File: src/rtl/load_store_unit.sv
// Load/store unit: byte/half/word accesses onto word-indexed sync memory; LSU_BOUNDS_CHECK_EN adds range errors.
// Latency: load 2, word store 1, sub-word store (read-modify-write) 3, rejected request 1 cycle after accept.
// Backpressure: req_ready is low whenever an access is in flight; one request outstanding at a time.
module load_store_unit #(
  parameter int MEM_DEPTH = 32
) (
  input  logic        Clock,
  input  logic        Reset,
  input  logic        req_valid,
  output logic        req_ready,
  input  logic        req_write,
  input  logic [1:0]  req_size,
  input  logic        req_signed,
  input  logic [31:0] req_addr,
  input  logic [31:0] req_wdata,
  output logic        resp_valid,
  output logic        resp_error,
  output logic [31:0] resp_rdata,
  output logic [31:0] mem_address,
  output logic [31:0] mem_write_data,
  output logic        MemWrite,
  output logic        MemRead,
  input  logic [31:0] mem_read_data
);

  typedef enum logic [2:0] {
    IDLE, LD_ISSUE, LD_CAPT, ST_ISSUE, RMW_RD, RMW_MERGE, RMW_WR, ERR_RESP
  } state_t;

  typedef struct packed {
    logic [1:0]  size;
    logic        sgn;
    logic [1:0]  lane;
    logic [15:0] wdata;
  } req_t;

  state_t state;
  req_t   req_q;
  logic   misaligned;
  logic   out_of_range;
  logic   req_err;

  assign req_ready = (state == IDLE) & ~Reset;

  assign misaligned = (req_size == 2'b11)
                    | ((req_size == 2'b01) & req_addr[0])
                    | ((req_size == 2'b10) & (req_addr[1:0] != 2'b00));

  assign out_of_range = ({2'b00, req_addr[31:2]} >= 32'(MEM_DEPTH));

`ifdef LSU_BOUNDS_CHECK_EN
  assign req_err = misaligned | out_of_range;
`else
  logic unused_range;
  assign unused_range = out_of_range;
  assign req_err      = misaligned;
`endif

  function automatic logic [31:0] extract(input logic [31:0] word, input logic [1:0] size,
                                          input logic sgn, input logic [1:0] lane);
    logic [7:0]  b;
    logic [15:0] h;
    case (lane)
      2'd0:    b = word[7:0];
      2'd1:    b = word[15:8];
      2'd2:    b = word[23:16];
      default: b = word[31:24];
    endcase
    h = lane[1] ? word[31:16] : word[15:0];
    case (size)
      2'b00:   extract = {{24{sgn & b[7]}}, b};
      2'b01:   extract = {{16{sgn & h[15]}}, h};
      default: extract = word;
    endcase
  endfunction

  function automatic logic [31:0] merge(input logic [31:0] word, input logic [1:0] size,
                                        input logic [1:0] lane, input logic [15:0] wd);
    merge = word;
    if (size == 2'b00) begin
      case (lane)
        2'd0:    merge[7:0]   = wd[7:0];
        2'd1:    merge[15:8]  = wd[7:0];
        2'd2:    merge[23:16] = wd[7:0];
        default: merge[31:24] = wd[7:0];
      endcase
    end else if (lane[1]) begin
      merge[31:16] = wd;
    end else begin
      merge[15:0] = wd;
    end
  endfunction

  always_ff @(posedge Clock) begin
    if (Reset) begin
      state          <= IDLE;
      req_q          <= '0;
      resp_valid     <= 1'b0;
      resp_error     <= 1'b0;
      resp_rdata     <= 32'd0;
      mem_address    <= 32'd0;
      mem_write_data <= 32'd0;
      MemWrite       <= 1'b0;
      MemRead        <= 1'b0;
    end else begin
      // Strobes and response are single-cycle pulses unless re-asserted below.
      resp_valid <= 1'b0;
      resp_error <= 1'b0;
      resp_rdata <= 32'd0;
      MemRead    <= 1'b0;
      MemWrite   <= 1'b0;
      case (state)
        IDLE: begin
          if (req_valid) begin
            req_q <= '{size: req_size, sgn: req_signed, lane: req_addr[1:0], wdata: req_wdata[15:0]};
            if (req_err) begin
              state <= ERR_RESP;
            end else begin
              mem_address <= {2'b00, req_addr[31:2]};
              if (!req_write) begin
                MemRead <= 1'b1;
                state   <= LD_ISSUE;
              end else if (req_size == 2'b10) begin
                MemWrite       <= 1'b1;
                mem_write_data <= req_wdata;
                state          <= ST_ISSUE;
              end else begin
                MemRead <= 1'b1;
                state   <= RMW_RD;
              end
            end
          end
        end
        LD_ISSUE: state <= LD_CAPT;
        LD_CAPT: begin
          resp_valid <= 1'b1;
          resp_rdata <= extract(mem_read_data, req_q.size, req_q.sgn, req_q.lane);
          state      <= IDLE;
        end
        ST_ISSUE: begin
          resp_valid <= 1'b1;
          state      <= IDLE;
        end
        RMW_RD: state <= RMW_MERGE;
        RMW_MERGE: begin
          MemWrite       <= 1'b1;
          mem_write_data <= merge(mem_read_data, req_q.size, req_q.lane, req_q.wdata);
          state          <= RMW_WR;
        end
        RMW_WR: begin
          resp_valid <= 1'b1;
          state      <= IDLE;
        end
        ERR_RESP: begin
          resp_valid <= 1'b1;
          resp_error <= 1'b1;
          state      <= IDLE;
        end
        default: state <= IDLE;
      endcase
    end
  end

endmodule
File: config.mk
export PLATFORM = sky130hd
export DESIGN_NAME = load_store_unit
export DESIGN_NICKNAME = d
export VERILOG_FILES = /design/src/rtl/load_store_unit.sv
export SDC_FILE = /design/constraint.sdc
export NUM_CORES = 1
export LEC_CHECK = 0
export BUFFER_PORTS_ARGS = -buffer_cell sky130_fd_sc_hd__buf_4
export CORE_ASPECT_RATIO = 1.4
export CORE_MARGIN = 1.5
export CORE_UTILIZATION = 40
export DETAILED_ROUTE_END_ITERATION = 8
export PLACE_DENSITY_LB_ADDON = 0.12
export RECOVER_POWER = 25
export SLEW_MARGIN = 10
export SYNTH_ARGS = -nofsm -noshare
export SYNTH_HDL_FRONTEND = slang
export SYNTH_SLANG_ARGS = --single-unit
File: constraint.sdc
create_clock -name Clock -period 2.12 [get_ports Clock]
set_input_delay 0.212 -clock Clock [delete_from_list [all_inputs] [get_ports Clock]]
set_output_delay 0.212 -clock Clock [all_outputs]
set_load 0.03 [all_outputs]
* Word level (Yosys, flattened, before mapping)
Index checks and enable logic that the tools add are counted.
Widths: inputs -> output; s select.
** Storage, ports and cells
- Bits in registers :: 122
** Cells by class
- Eq/ne operators :: 17
- Mux-type cells :: 31
- Bitwise operators :: 12
- Reduce and logical (&&, ||, !) cells :: 12
** Operators with widths (number)
- $mux 32 :: 5
- $pmux 32 s2 :: 2
- $mux 16 :: 3
- $mux 8 :: 6
- $pmux 8 s3 :: 1
- $pmux 3 s5 :: 1
- $eq 3x3->1 const B :: 4
- $mux 3 :: 4
- $mux 1 :: 8
- $reduce_or 4->1 :: 2
- $eq 2x1->1 const B :: 3
- $eq 2x2->1 const B :: 3
- $eq 3x2->1 const B :: 2
- $ne 2x2->1 const B :: 3
- $and 1x1->1 :: 5
- $not 1->1 :: 5
- $reduce_and 5->1 :: 1
- $logic_not 2->1 :: 2
- $reduce_bool 2->1 :: 2
- $eq 3x1->1 const B :: 1
- $logic_not 3->1 :: 1
- $reduce_and 3->1 :: 1
- $reduce_or 3->1 :: 1
- $ne 2x1->1 const B :: 1
- other kinds (4) :: 5

* Longest topological paths before layout
- Depth in word-level cells :: 7
- Gate-level depth with buffers :: 7
- Mapped depth without buffers :: 4

* Worst setup path before layout
OpenSTA, ideal clock, no wires.
- Path kind :: register to register
- Start :: reg req_q[17] (netlist bit)
- End :: reg resp_rdata[16]
- Arrival :: 1.624 ns
- Data required time :: 1.988 ns
- Setup slack :: 0.363 ns
- Cell stages (with the launch flop) :: 6
- Cell sequence :: dfxtp_1 buf_2 mux2_2 o311ai_2 clkbuf_1 a21oi_1
** Between the ends
- Cells in the longest elaborated chain, start to end :: 6
** RTL lines
- from (decl) :: line 38 : req_t req_q;
- from (signal assigned) :: line 115 : req_q <= '{size: req_size, sgn: req_signed, lane: req_addr[1:0], wdata: req_wdata[15:0]};
- $eq 2x2->1 (tied with other cells) :: line 63 : case (lane)
- $pmux 8 s3 :: line 63
- $mux 8 :: line 112 : case (state)
- $mux 8 :: line 95 : if (Reset) begin
- $and 1x1->1 :: line 71 : 2'b00: extract = {{24{sgn & b[7]}}, b};
- $pmux 32 s2 (*) :: line 70 : case (size)
- to (signal assigned) :: line 137 : resp_rdata <= extract(mem_read_data, req_q.size, req_q.sgn, req_q.lane);
- to (decl) :: line 18 : output logic [31:0] resp_rdata,
Mark *: on every way between the ends. The rest lies on a longest branch, timed or not. The select of a mux whose other input is x is not followed.
A chain may end at the register's enable or synchronous reset.

* Worst setup path after layout
- Start :: reg state[2]
- End :: reg mem_write_data[12]
** Between the ends
- Cells in the longest elaborated chain, start to end :: 3
** RTL lines
- from (decl) :: line 37 : state_t state;
- from (signal assigned) :: line 96 : state <= IDLE;
- from (signal assigned) :: line 117 : state <= ERR_RESP;
- from (signal assigned) :: line 122 : state <= LD_ISSUE;
- $logic_not 3->1 or $eq 3x3->1 (tied branches) :: line 112
- $ne 2x1->1 (no line) (tied with other cells)
- $reduce_and 5->1 (no line)
- to (signal assigned) :: line 125 : mem_write_data <= req_wdata;
- to (signal assigned) :: line 147 : mem_write_data <= merge(mem_read_data, req_q.size, req_q.lane, req_q.wdata);
- to (decl) :: line 20 : output logic [31:0] mem_write_data,
Several ways; a longest one is shown, not always the timed one.

==> results.cfg <==
[final_layout]
final_cells = 1038
layout_common_cells = buf_4, dfxtp_1, nand2_1
area_growth_pct = 38.0
nets = 946
nFillCells = 1285
drive_gt1_share_pct = 26.3
layout_commonest_cell = buf_4
antenna_cells = 0

[route]
drt_iter0_markers = 364
drt-total-wl_um = 17300
vias = 5669
ant_nets = 0
drt_first_pass_iters = 6
via_per_inst = 5.46
drc_errors = 0
wire_per_inst_um = 16.6

[floorplanning]
fp.dieW_um = 101
fp.coreArea_um2 = 13300
die-area_um2 = 14200
initial_core_util_pct = 40.8
die_h_um = 141
io_pins = 204
fp-row-count = 50

[clock_tree]
worstSkewPairLatency_ns = 0.41
clock_path_buffers = 2
h-tree-depth = 4
clockRootBuffer = clkbuf_16
post_cts_resized = 0
cts_setup_buffers = 0
clk_pin_slew_ns = 0.05
holdBufCountCts = 0
cts_made_buffers = 17
cts_tree = yes
clock-sinks = 122

[worst_setup_path]
critPathMaxFanout = 48
worstSetupPathType = reg -> reg
cp-startpoint = state[2]
r2r-end = mem_write_data[12]
worstPathRequired_ns = 2.43
start_kind = flip-flop
cp.arrival_ns = 2.20
reg2reg_slack_ns = 0.23
reg2reg_from = state[2]
reg2regPathDepth = 4
endpoint_kind = flip-flop
crit_path_end = mem_write_data[12]

[timing]
rsz0062_at_grt = false
skew_ns = 0.00739
finalCritPeriodShare_pct = 89.0
max_slew_margin_pct = 46.8
worst_pin_slew_ns = 0.795
tns_ns = 0
max_freq_ghz = 0.530
maxSlewViolCount = 0
finalSetupViolations = 0
period_minus_slack_ns = 1.89
finalHoldViolCount = 0

[synthesis]
yosys-mux-area-fraction_pct = 1.69
yosysTopAreaCell = dfxtp_1
avgSynthCellArea_um2 = 8.10
synth_flop_cell = dfxtp_1
synthXorXnorAreaFrac_pct = 0
synth_compound_area_share_pct = 29.2
synth.area.top_cells = dfxtp_1, a21oi_1, nand2_1
synth_top_family_by_area = compound AO/OA/AOI/OAI gates
ys_ff_latch = 122
synthAdderAreaFrac_pct = 0
syn_area_um2 = 5410
ys_types = 42
yosysTopAreaCellShare_pct = 45.1
synth_warnings = 0
synthArstFlopShare_pct = 0
seq_area_frac_synth_pct = 45.1
netlist_instances = 668
synth-edff-count = 0
synth-simple-area-share_pct = 18.3

[place]
gp_congestion = 0.934
io_buffers = 201
placedCellCount = 1006
dp_hpwl_um = 12700

[power_and_ir_drop]
vdd_drop_max_mv = 0.483
power_leakage_nw = 2.85
power_density_nw_per_um2 = 891
p_total_mw = 6.66

[hold_path]
min_path_type = in -> reg

[global_route]
grt_usage_pct = 23.8
antenna_found_initial = 0
grt_pass1_wl_um = 26500
grt_max_degree = 66
grt.overflow.total = 0
grt_pass1_vias = 5227

[outcome]
outcome = finished clean

[flow_run]
maxCapViolCount = 0
-- worst max-delay path, stage by stage, from the launching register on --
cell and delay, ns:
dfxtp_1 0.56, and3b_1 0.22, buf_4 0.42, o221ai_1 0.29, a211oi_1 0.28
-- per-stage QoR --
step	util [%]	setup slack, ns	hold WS (ns)	cell area (µm²)
4_1_cts	57.8	0.234	0.0312	7660
5_1_grt	56.3	0.109	0.0356	7470
3_5_place_dp	53.3	0.239	0.450	7070
3_3_place_gp	53.3	0.291	0.442	7070
6_report	56.3	0.232	0.0431	7470
2_1_floorplan	-	0.363	0.348	5420
-- registers in the layout, summed over array words and instances (netlist names) --
signal	cells
resp_rdata	32
MemRead	1
req_q	21
mem_address	30
MemWrite	1
resp_valid	1
state	3
mem_write_data	32
resp_error	1
-- power breakdown --
group | switching [mW] | internal, mW | total [mW] | leakage (nW)
sequential | 0.104 | 2.43 | 2.54 | 0.990
combinational | 0.780 | 0.466 | 1.25 | 1.57
clock | 0.998 | 1.88 | 2.88 | 0.293
-- synthesized netlist by cell type (7+ instances only) --
cell      number
a221o_1       16
o221ai_1      16
nand2_1      122
a211oi_2      10
clkbuf_1      51
nor3_1        28
o21ai_0       58
a31oi_1       23
dfxtp_1      122
nand2b_1       9
mux2i_1        8
nor2b_1       10
a21oi_1       98
nand3_1       16
nor2_1        20
buf_2         11
o221a_2        7
-- how the worst min path moves through the flow --
stage | startpoint | endpoint | slack, ns | cells after the start
final | req_addr[11] | mem_address[9] | 0.04 | 3
after global routing | req_addr[14] | mem_address[12] | 0.04 | 3
after CTS | req_addr[11] | mem_address[9] | 0.03 | 3
after detailed placement | mem_address[14] | mem_address[14] | 0.45 | 2
after global placement | mem_address[29] | mem_address[29] | 0.44 | 2
after floorplan | req_wdata[10] | req_q[10] | 0.35 | 2
-- area by class of cell --
| class | instances | area [µm²] | share of cell area (%) |
|---|---|---|---|
| Clock buffer | 25 | 505 | 6.77 |
| Timing Repair Buffer | 223 | 1500 | 20.1 |
| Sequential cell | 122 | 2440 | 32.7 |
| Multi-Input combinational cell | 474 | 2690 | 36.0 |
| Clock inverter | 7 | 87.6 | 1.17 |
| Inverter | 5 | 18.8 | 0.251 |
| Tap cell | 182 | 228 | 3.05 |
-- routing by layer --
metal  vias up  track usage (%)  routed length, µm
met3        29             6.74               1360
met5         -                0                  0
met4         0             10.2                446
met1      2613             28.0               6810
met2       290             40.1               8640
li1       2737                -                  -
-- cell families after synthesis --
family | Yosys count
AO/OA/AOI/OAI | 245
flip-flops | 122
multiplexers | 9
buffers and inverters | 73
AND/OR/NAND/NOR | 218
other | 1
(Power assumes the default switching activity.)
